===== src/rtl/systolic_skew_feeder_pkg.sv =====
// systolic_skew_feeder_pkg: shared state encoding and default dimensions for the skew feeder
package systolic_skew_feeder_pkg;
  localparam int DEF_N = 16;
  localparam int DEF_W = 8;
  localparam int LANE_W = DEF_W;
  typedef enum logic [1:0] {IDLE, FEED, FLUSH, DONE} state_t;
endpackage


===== src/rtl/systolic_skew_feeder_delay.sv =====
// skew_delay_line: registered delay line of DEPTH stages that clears to zero on reset
module skew_delay_line
  import systolic_skew_feeder_pkg::*;
#(
  parameter int DEPTH = 1,
  parameter int W = LANE_W
) (
  input  logic         clk,
  input  logic         reset_n,
  input  logic [W-1:0] din,
  output logic [W-1:0] dout
);
  logic [W-1:0] sr_q [DEPTH];
  logic [W-1:0] sr_d [DEPTH];
  // shift the new element in at stage 0 and move every stage one step along
  always_comb begin
    sr_d[0] = din;
    for (int i = 1; i < DEPTH; i++) sr_d[i] = sr_q[i-1];
  end
  // stage registers
  always_ff @(posedge clk or negedge reset_n) begin
    if (!reset_n) for (int i = 0; i < DEPTH; i++) sr_q[i] <= '0;
    else sr_q <= sr_d;
  end
  assign dout = sr_q[DEPTH-1];
endmodule


===== src/rtl/systolic_skew_feeder.sv =====
// systolic_skew_feeder: accepts N operand beats, skews lane j by j cycles, flushes and pulses en_in
module systolic_skew_feeder
  import systolic_skew_feeder_pkg::*;
#(
  parameter int N = DEF_N,
  parameter int W = DEF_W
) (
  input  logic           clk,
  input  logic           reset_n,
  input  logic [W*N-1:0] a_col,
  input  logic [W*N-1:0] b_row,
  input  logic           in_valid,
  output logic           in_ready,
  output logic [W*N-1:0] in_a,
  output logic [W*N-1:0] in_b,
  output logic           en_in,
  output logic           busy
);
  localparam int CW = $clog2(N + 1);
  localparam logic [CW-1:0] NL = CW'(N);
  state_t state_q, state_d;
  logic [CW-1:0] cnt_q, cnt_d, fcnt_q, fcnt_d;
  logic ready_q, ready_d, en_q, en_d;
  logic accept;
  logic [W*N-1:0] push_a, push_b;
  assign accept = in_valid && ready_q;
  assign push_a = accept ? a_col : '0;
  assign push_b = accept ? b_row : '0;
  // next state, beat/flush counters and registered handshake/pulse outputs
  always_comb begin
    state_d = state_q;
    cnt_d = cnt_q;
    fcnt_d = fcnt_q;
    case (state_q)
      IDLE: if (accept) begin
        state_d = (N == 1) ? FLUSH : FEED;
        cnt_d = (N == 1) ? '0 : CW'(1);
        fcnt_d = '0;
      end
      FEED: if (accept) begin
        state_d = (cnt_q + CW'(1) == NL) ? FLUSH : FEED;
        cnt_d = (cnt_q + CW'(1) == NL) ? '0 : cnt_q + CW'(1);
      end
      FLUSH: begin
        state_d = (fcnt_q == NL - CW'(1)) ? DONE : FLUSH;
        fcnt_d = (fcnt_q == NL - CW'(1)) ? '0 : fcnt_q + CW'(1);
      end
      DONE: state_d = IDLE;
      default: state_d = IDLE;
    endcase
    ready_d = (state_d == IDLE) || (state_d == FEED);
    en_d = (state_d == DONE);
  end
  // FSM, counter and output registers; ready stays low until the first edge after reset
  always_ff @(posedge clk or negedge reset_n) begin
    if (!reset_n) begin
      state_q <= IDLE;
      cnt_q <= '0;
      fcnt_q <= '0;
      ready_q <= 1'b0;
      en_q <= 1'b0;
    end else begin
      state_q <= state_d;
      cnt_q <= cnt_d;
      fcnt_q <= fcnt_d;
      ready_q <= ready_d;
      en_q <= en_d;
    end
  end
  assign in_ready = ready_q;
  assign en_in = en_q;
  assign busy = (state_q != IDLE);
  for (genvar j = 0; j < N; j++) begin : g_lane
    skew_delay_line #(.DEPTH(j + 1), .W(W)) u_a (
      .clk(clk), .reset_n(reset_n), .din(push_a[W*j +: W]), .dout(in_a[W*j +: W])
    );
    skew_delay_line #(.DEPTH(j + 1), .W(W)) u_b (
      .clk(clk), .reset_n(reset_n), .din(push_b[W*j +: W]), .dout(in_b[W*j +: W])
    );
  end
endmodule


===== config.mk =====
export PLATFORM = sky130hd
export DESIGN_NAME = systolic_skew_feeder
export DESIGN_NICKNAME = d
export VERILOG_FILES = /design/src/rtl/systolic_skew_feeder_pkg.sv /design/src/rtl/systolic_skew_feeder_delay.sv /design/src/rtl/systolic_skew_feeder.sv
export SDC_FILE = /design/constraint.sdc
export NUM_CORES = 1
export LEC_CHECK = 0
export BUFFER_PORTS_ARGS = -buffer_cell sky130_fd_sc_hd__clkbuf_2
export CAP_MARGIN = 20
export CORE_MARGIN = 2
export CORE_UTILIZATION = 55
export DETAILED_ROUTE_END_ITERATION = 10
export PLACE_DENSITY = 0.86
export SKIP_CTS_REPAIR_TIMING = 1
export SLEW_MARGIN = 10
export SYNTH_ARGS = -nofsm -noshare
export SYNTH_HDL_FRONTEND = slang
export SYNTH_HIERARCHICAL = 1
export SYNTH_SLANG_ARGS = --single-unit
export TNS_END_PERCENT = 100

===== constraint.sdc =====
create_clock -name clk -period 2.5 [get_ports clk]
set_input_delay 0.25 -clock clk [delete_from_list [all_inputs] [get_ports clk]]
set_output_delay 0.25 -clock clk [all_outputs]
set_load 0.02 [all_outputs]

==> run summary <==
Crit-path max FO: 74
Syn-to-layout area delta: 26.1%
WL/cell: 25.0 um
EDFF count, synth: 0
Routed Antenna Nets: 0
Vias in the first global route: 28042
Worst r2r src: in_ready$_DFF_PN0_
Flop-to-flop setup slack: 0.21 ns
Buf+Inv Stages, Crit Path: 2
DIE HEIGHT: 326 um
Post-Synthesis Cells: 2559
Register bit total from synthesis: 2190
Endpoints failing hold: 0
Final Core Density: 69.7%
Pleak: 37.1 nW
Core Region: 103000 um^2
Syn Area/Cell: 22.3 um^2
Drt via density: 4.87
Cts bufs inserted: 195
CTS clk-pin slew, worst paths: 0.06 ns
Port bufs: 517
Unique masters post-synth: 35
First-pass GRT wire length: 179 mm
Top FF cell, synth: dfrtp_1
Rel. slew slack: 53.2%
Setup crit end kind: primary output
Placed Cells: 4475
Chip Width: 326 um
Count leader, synth: dfrtp_1
CP max stage cell: dfrtp_4
Die area: 106000 um^2
Max VDD drop: 0.689 mV
Setup Crit Path Kind: flop to primary output
Fillers: 5753
Tightest Pin Transition: 0.701 ns
Row cnt: 118
WP data arrival: 2.17 ns
Final WS setup: 0.0830 ns
Sequential cell area fraction in the yosys report: 96.1%
TritonRoute pass-1 iters: 7
Clock Path Buffers: 3
Synthesized Nets: 2820
Crit path max-delay family: flip-flops
CP Launch Type: flop
Clock latency on the worst-skew pair: 0.80 ns
WP depth: 2
Crit-path cells: buf_12 -> clkbuf_2
CTS tree: yes
Number of H-tree levels: 4
Met1 global-route usage: 26.9%
Largest net degree at the start of global routing: 122
RSZ-0062 raised after global routing: no
# setup viols final: 0
GR Overflow Total: 0
Max_cap viols: 0
RR Endpoint: g_lane[13].u_b/sr_d[100]$_DFF_PN0_
Top cells by area, synth: dfrtp_1 (96%), and3_1 (2.8%), clkbuf_1 (0.22%), buf_2 (0.21%), nand2_1 (0.046%)
GRT Max-Usage Layer: met2
Final std cells w/o fill: 5145
Detailed router's first-iteration violation count: 1983
Netlist Area Pre-Place: 57000 um^2
Max Slew Vio Count: 0
CTS sink cnt: 2190
Async S/R FF share, synth: 100%
Period utilization: 96.7%
Clock root buffer: clkbuf_16
Share of post-route cells with drive strength above 1: 24.6%
Fin nets: 3847
Starting density of the core: 55.3%
CP Data Required Time: 2.25 ns
Met3 Resource Use GR: 5.94%
Top post-synthesis cells by count: dfrtp_1 (2190), and3_1 (256), clkbuf_1 (34)
Tightest Hold Check Type: primary input to async pin
Io pins: 518
Status: finished clean
Vias: 25075
Fin crit period: 2.42 ns
PwrDens: 1020 nW/um^2
Synth Warn #: 6
Total track usage: 23.2%
Post-DP HPWL: 66.5 mm
Grt met2 use: 40.4%
Synth area leader: dfrtp_1
Drc violations: 0
Worst Reg-to-Reg Cells: 4
Share of the synthesized area in the top cell type: 96.1%
Achievable Freq: 0.414 GHz
Clock Skew: 0.0319 ns
Drt total wl: 129 mm
Initial antenna violation count: 26
Final RePlAce weighted congestion: 0.798
Post-Place Worst Slack: 0.756 ns
Worst path max stage delay: 0.70 ns
## state kept, by name, indices dropped and copies added (netlist names)
register / cells
cnt_q: 5
g_lane.u_b/sr_d: 960
g_lane.u_a/dout: 128
fcnt_q: 5
g_lane.u_b/dout: 128
in_ready: 1
g_lane.u_a/sr_d: 960
en_in: 1
state_q: 2
## stage by stage
step	setup TNS (ns)	area (um^2)	power [mW]	hold WS, ns
floorplan	0	57000	39.9	-0.0456
global placement	0	62100	41.6	0.260
detailed placement	0	62100	42.1	0.246
CTS	-0.0680	68900	73.6	-0.607
global route	0	71900	76.4	0.0134
finish	0	71900	73.6	0.0142
## worst max path at each step
stage               slack, ns                                  to               start
finish                   0.08                            in_ready  in_ready$_DFF_PN0_
global route            0.006                            in_ready  in_ready$_DFF_PN0_
CTS                     -0.07                            in_ready  in_ready$_DFF_PN0_
detailed placement       0.76    g_lane[4].u_b/sr_d[31]$_DFF_PN0_  in_ready$_DFF_PN0_
global placement         0.85  g_lane[14].u_b/sr_d[106]$_DFF_PN0_  in_ready$_DFF_PN0_
floorplan                1.17                cnt_q[3]$_DFFE_PN0P_  in_ready$_DFF_PN0_
## cell usage in the layout, fill, tap and decap left out, types with 8 or more instances in the layout
cell           count
diode_2           14
dfrtp_1         2189
clkbuf_16        199
clkbuf_2         515
and3_1           256
bufinv_16         19
buf_4             44
clkbuf_1          43
buf_12            35
clkinv_2          27
inv_6              8
dlygate4sd3_1    293
clkinvlp_4         8
clkbuf_8          53
## area by class of cell
class	instances	area, um^2	share of cell area, %
well taps	1380	1730	2.40
diodes	14	35.0	0.0487
multi-input cells	310	1980	2.75
clock buffers	295	5870	8.16
inverters	1	3.75	0.00522
flip-flops and latches	2190	54800	76.2
clock inverters	67	931	1.29
repair buffers	888	6550	9.11
## cells by family after synthesis
kind of cell,after synthesis,share of synthesized area (%)
flip-flops,2190,96.1
AO/OA/AOI/OAI,18,0.246
adder cells (fa/ha/maj),2,0.0439
buffers and inverters,59,0.441
multiplexers,2,0.0373
AND/OR/NAND/NOR,288,3.14
## routing by layer
layer	vias to the layer above	wire length, um	share of wire, %
met5	-	125	0.097
met1	13643	46000	36
met3	358	5900	4.6
met4	20	6430	5.0
li1	10247	-	-
met2	807	70400	55
## power breakdown
part	leakage, nW	switching, mW	total [mW]	internal (mW)
logic	5.49	1.89	2.98	1.08
registers	28.2	1.18	39.1	37.9
clock network	3.34	13.3	31.5	18.2
(Power assumes the default switching activity.)
